==> src/rtl/pixel_queue.sv <==
// pixel_queue: first-word-fall-through coordinate queue between the pixel
// mapping stage and the engine distributor. Each entry holds a signed Q5.20
// complex coordinate plus its screen position. full_queue asserts while SLACK
// entries are still free, so a producer reacting one cycle late cannot overflow.
// Optional statistics (drop_count, high_water) are built only when the macro
// PIXEL_QUEUE_STATS_EN is defined; otherwise those ports are tied to zero.
module pixel_queue #(
  parameter int PIXEL_DATA_WIDTH  = 10,
  parameter int ENGINE_DATA_WIDTH = 25,
  parameter int DEPTH             = 16,
  parameter int SLACK             = 2
) (
  input  logic                                clk,
  input  logic                                reset,
  input  logic                                flush,
  input  logic                                wr_en,
  input  logic signed [ENGINE_DATA_WIDTH-1:0] wr_real_x,
  input  logic signed [ENGINE_DATA_WIDTH-1:0] wr_imag_y,
  input  logic        [PIXEL_DATA_WIDTH-1:0]  wr_pixel_x,
  input  logic        [PIXEL_DATA_WIDTH-1:0]  wr_pixel_y,
  output logic                                full_queue,
  output logic                                out_valid,
  input  logic                                out_ready,
  output logic signed [ENGINE_DATA_WIDTH-1:0] out_real_x,
  output logic signed [ENGINE_DATA_WIDTH-1:0] out_imag_y,
  output logic        [PIXEL_DATA_WIDTH-1:0]  out_pixel_x,
  output logic        [PIXEL_DATA_WIDTH-1:0]  out_pixel_y,
  output logic        [$clog2(DEPTH):0]       count,
  output logic        [15:0]                  drop_count,
  output logic        [$clog2(DEPTH):0]       high_water
);

  localparam int AW      = $clog2(DEPTH);
  localparam int CW      = AW + 1;
  localparam int ENTRY_W = 2 * ENGINE_DATA_WIDTH + 2 * PIXEL_DATA_WIDTH;

  localparam logic [CW-1:0] CNT_DEPTH  = CW'(DEPTH);
  localparam logic [CW-1:0] CNT_FULLAT = CW'(DEPTH - SLACK);

  // Storage and control state
  logic [ENTRY_W-1:0] mem_q [DEPTH];
  logic [AW-1:0]      wr_ptr_q, wr_ptr_d;
  logic [AW-1:0]      rd_ptr_q, rd_ptr_d;
  logic [CW-1:0]      count_q,  count_d;

  logic               pop;
  logic               push_ok;
  logic [ENTRY_W-1:0] wr_entry;
  logic [ENTRY_W-1:0] head_entry;

  // Handshake decode: a full queue still takes a write when the head leaves
  // in the same cycle, so a steady push/pop stream never stalls at DEPTH.
  assign out_valid = (count_q != '0);
  assign pop       = out_valid & out_ready;
  assign push_ok   = wr_en & ((count_q < CNT_DEPTH) | pop);

  // Back-pressure depends only on the registered occupancy.
  assign full_queue = (count_q >= CNT_FULLAT);
  assign count      = count_q;

  // Entry packing; values are stored bit-exact with no rounding.
  assign wr_entry   = {wr_real_x, wr_imag_y, wr_pixel_x, wr_pixel_y};
  assign head_entry = mem_q[rd_ptr_q];

  assign out_real_x  = head_entry[ENTRY_W-1 -: ENGINE_DATA_WIDTH];
  assign out_imag_y  = head_entry[ENTRY_W-ENGINE_DATA_WIDTH-1 -: ENGINE_DATA_WIDTH];
  assign out_pixel_x = head_entry[2*PIXEL_DATA_WIDTH-1 -: PIXEL_DATA_WIDTH];
  assign out_pixel_y = head_entry[PIXEL_DATA_WIDTH-1:0];

  // Next-state pointers and occupancy; flush overrides push and pop.
  always_comb begin
    wr_ptr_d = wr_ptr_q;
    rd_ptr_d = rd_ptr_q;
    count_d  = count_q;
    if (flush) begin
      wr_ptr_d = '0;
      rd_ptr_d = '0;
      count_d  = '0;
    end else begin
      if (push_ok) wr_ptr_d = wr_ptr_q + AW'(1);
      if (pop)     rd_ptr_d = rd_ptr_q + AW'(1);
      case ({push_ok, pop})
        2'b10:   count_d = count_q + CW'(1);
        2'b01:   count_d = count_q - CW'(1);
        default: count_d = count_q;
      endcase
    end
  end

  // Pointer and occupancy registers.
  always_ff @(posedge clk) begin
    if (reset) begin
      wr_ptr_q <= '0;
      rd_ptr_q <= '0;
      count_q  <= '0;
    end else begin
      wr_ptr_q <= wr_ptr_d;
      rd_ptr_q <= rd_ptr_d;
      count_q  <= count_d;
    end
  end

  // Entry array; cleared on reset so the outputs read zero afterwards.
  always_ff @(posedge clk) begin
    if (reset) begin
      for (int i = 0; i < DEPTH; i++) mem_q[i] <= '0;
    end else if (push_ok && !flush) begin
      mem_q[wr_ptr_q] <= wr_entry;
    end
  end

`ifdef PIXEL_QUEUE_STATS_EN
  logic [15:0]   drop_count_q;
  logic [CW-1:0] high_water_q;

  // Statistics: saturating drop counter and occupancy peak since reset/flush.
  always_ff @(posedge clk) begin
    if (reset) begin
      drop_count_q <= '0;
      high_water_q <= '0;
    end else begin
      if (wr_en && !push_ok && !flush && (drop_count_q != 16'hFFFF))
        drop_count_q <= drop_count_q + 16'd1;
      if (flush)
        high_water_q <= '0;
      else if (count_d > high_water_q)
        high_water_q <= count_d;
    end
  end

  assign drop_count = drop_count_q;
  assign high_water = high_water_q;
`else
  assign drop_count = '0;
  assign high_water = '0;
`endif

endmodule

==> config.mk <==
export PLATFORM = sky130hd
export DESIGN_NAME = pixel_queue
export DESIGN_NICKNAME = d
export VERILOG_FILES = /design/src/rtl/pixel_queue.sv
export SDC_FILE = /design/constraint.sdc
export NUM_CORES = 1
export LEC_CHECK = 0
export ABC_AREA = 1
export BUFFER_PORTS_ARGS = -buffer_cell sky130_fd_sc_hd__buf_2
export CORE_ASPECT_RATIO = 0.6
export CORE_MARGIN = 2
export CORE_UTILIZATION = 48
export DETAILED_ROUTE_END_ITERATION = 8
export GPL_ROUTABILITY_DRIVEN = 0
export PLACE_DENSITY = 0.73
export SLEW_MARGIN = 20
export SYNTH_ARGS = -nofsm -noshare
export SYNTH_HDL_FRONTEND = slang
export SYNTH_SLANG_ARGS = --single-unit
export TNS_END_PERCENT = 1
==> constraint.sdc <==
create_clock -name clk -period 4.33 [get_ports clk]
set_input_delay 0.2165 -clock clk [delete_from_list [all_inputs] [get_ports clk]]
set_output_delay 0.2165 -clock clk [all_outputs]
set_load 0.01 [all_outputs]
==> qor.txt <==
Outcome = finished clean
Reg power frac = 51.8%
Post-synthesis sequential area ratio = 66.84%
Share of post-route cells with drive strength above 1 = 9.635%
Net Switching = 5991 uW
Initial DRT Pass Iterations = 6
Die Height = 256.1 um
Largest net degree at the start of global routing = 153
Clock slew at reported path FFs = 0.07 ns
Switching share of power = 24.66%
GRT Util Overall = 26.45%
Rows = 92
Fin area = 56,310 um2
Synth Instances = 4,492
Drt total wl = 145,100 um
Final worst-path cycle share = 79.28%
IO Port Bufs = 151
Fill count = 8,807
FF+latch area = 33,990 um2
Max_cap viols = 0
Post-CTS setup buffers = 0
PwrDens = 431.4 nW/um2
Static Leak = 0.02102 uW
Internal = 18,300 uW
DRC viols = 0
PnR worst setup slack = 0.8971 ns
Area of the multi-input gates = 13,780 um2
Crit path kind = reg -> out
Layout area overhead = 10.79%
Worst skew pair latency = 0.75 ns
Initial core utilization = 48.42%
Fin cells = 5,956
Worst Hold Slack = 0.03251 ns
Tmin final = 3.433 ns
Max IR drop VDD = 339.8 uV
Layout Skew = 0.06379 ns
Pre-CTS setup slack = 1.154 ns
Overflow after GRT = 0
Vias in the first global route = 33,700
Worst slew margin = 26.71%
Ports = 173
Longest Clk Path Bufs = 3
Synthesized cell area = 50,830 um2
Clock Sinks = 1,137
Core area = 105,000 um2
Half-perimeter wire length after placement = 79,170 um
Initial antenna violation count = 0
#FFs+latches synth = 1,137
Combinational share of power = 9.3%
Fmax = 0.2913 GHz
Hold Vio Cnt, Final = 0
CTS Buf Count = 101
Setup tns final = 0 ns
Avg Inst Size Synth = 11.32 um2
Unrepaired setup endpoints after global routing = false
Antenna Violating Nets Remaining = 0
Clock power share = 39.0%
Hold Path Class = in -> reg
Placed inst area = 52,820 um2
Diode count = 0
1st-iter DRT viols = 5,187
Crit path capture type = output port
Dpl cells = 5,761
Vias = 35,190
CTS tree = yes
Worst-path fanout max = 112
H-tree depth = 3
Avg Vias per Cell = 5.909
Die area = 108,600 um2
Setup crit start kind = register
Yosys cell types = 25
WP data required = 4.11 ns
Worst-margin pin slew = 1.099 ns
Worst Path Arrival = 3.22 ns
Max Slew Vio Count = 0
Final #Nets = 4,543
Die Wd = 424.1 um
First-pass GRT wire length = 216,300 um
WL/cell = 24.36 um
Endpoints failing setup = 0
Yosys warning count = 0
Root Buffer = clkbuf_16
[routing by layer]
metal / track usage [%] / up-vias / wire length, um
li1: - / 15460 / -
met4: 6.900 / 0 / 3467
met2: 38.96 / 2431 / 63790
met5: 0 / - / 0
met1: 40.11 / 17060 / 58900
met3: 5.152 / 243 / 18910
[final timing paths]
kind / from / to / slack, ns / cells after the start
setup / recovery: register / out_imag_y[10] / 0.90 / 7
hold reg to reg: rd_ptr_q[2]$_SDFFE_PP0P_ / register / 0.47 / 2
hold / removal: wr_imag_y[24] / mem_q[13][44]$_SDFFCE_PN0P_ / 0.03 / 3
setup reg to reg: count[4]$_SDFFE_PP0P_ / mem_q[14][29]$_SDFFCE_PN0P_ / 1.36 / 8
[registers in the layout (all words and copies together) (netlist names), named ones only]
name	count
wr_ptr_q	4
mem_q	1120
count	5
rd_ptr_q	4
[critical path, cell delays in order (launching register included)]
cell      delay (ns)
dfxtp_4         0.65
buf_12          0.49
a21oi_1         0.14
o21ai_0         0.30
o21ai_0         0.19
o211ai_1        0.24
nand2_1         0.19
buf_2           0.19
[cell usage in the layout, fill, tap and decap left out, drive strengths merged]
cell type	synthesis	routed
xor2	4	4
dfxtp	17	17
ha	7	7
nand3	82	82
edfxtp	1120	1120
mux2i	280	280
nand2	124	124
inv	378	383
nor2	1145	1145
nand4	1	1
conb	1	21
bufinv	0	14
dlygate4sd3	0	7
o211ai	280	280
clkinv	1	49
a21oi	288	288
o21ai	356	356
clkinvlp	0	6
buf	224	244
clkbuf	181	115
xnor2	3	3
[area by class of cell]
class                      instances  share of cell area [%]
inverter                         379                   2.548
clock buffer                     115                   4.581
tap                             1410                   3.133
timing repair buffer             251                   3.415
multi-input combinational       2591                   24.47
clock inverter                    73                   1.495
sequential                      1137                   60.35
[cells in the mapped netlist]
| master | instances | area [um2] |
|---|---|---|
| nor2_1 | 1144 | 4294 |
| edfxtp_1 | 1120 | 33630 |
| inv_1 | 376 | 1411 |
| o21ai_0 | 336 | 1682 |
| a21oi_1 | 288 | 1441 |
| mux2i_1 | 280 | 2803 |
| o211ai_1 | 280 | 2102 |
| clkbuf_1 | 181 | 679.4 |
| buf_2 | 148 | 740.7 |
| nand2_1 | 124 | 465.5 |
| nand3_1 | 82 | 410.4 |
| buf_4 | 32 | 240.2 |
| buf_1 | 25 | 93.84 |
| buf_6 | 19 | 214.0 |
| o21ai_1 | 19 | 95.09 |
| dfxtp_1 | 17 | 340.3 |
| ha_1 | 7 | 87.58 |
| xor2_1 | 4 | 35.03 |
| xnor2_1 | 3 | 26.28 |
| inv_2 | 2 | 7.510 |
| clkinv_1 | 1 | 3.750 |
| conb_1 | 1 | 3.750 |
| nand4_1 | 1 | 6.260 |
| nor2_2 | 1 | 6.260 |
| o21ai_2 | 1 | 8.760 |
[power groups by stage]
stage	Clock, uW	Sequential [uW]	Combinational, uW
after floorplan	0	12800	1430
after global placement	0	12800	2180
after detailed placement	0	12800	2210
after CTS	9500	12600	2240
after global routing	9910	12600	2430
final	9460	12600	2250
[cell families (layout without fill, tap and decap cells)]
group                    Yosys count  count (layout)  synth area share [%]
flip-flops                      1137            1137                 66.84
AND/OR/NAND/NOR                 1352            1352                 10.20
buffers and inverters            784             818                 6.671
adder cells (fa/ha/maj)            7               7                0.1723
multiplexers                     280             280                 5.514
AO/OA/AOI/OAI                    924             924                 10.48
other                              1              21              0.007378
XOR/XNOR                           7               7                0.1206
[metrics by stage]
stage / utilization, % / power (uW)
after CTS: 53.64 / 24310
after global placement: 50.29 / 14980
after global routing: 53.64 / 24960
final: 53.64 / 24290
after detailed placement: 50.32 / 15030
after floorplan: - / 14230
[repair_timing]
action / in CTS / in global routing
hold endpoints to repair: 11 / 0
hold buffers: 7 / 0
gates resized for setup: 0 / 0
Note: power is estimated with default switching activity, not from simulation.
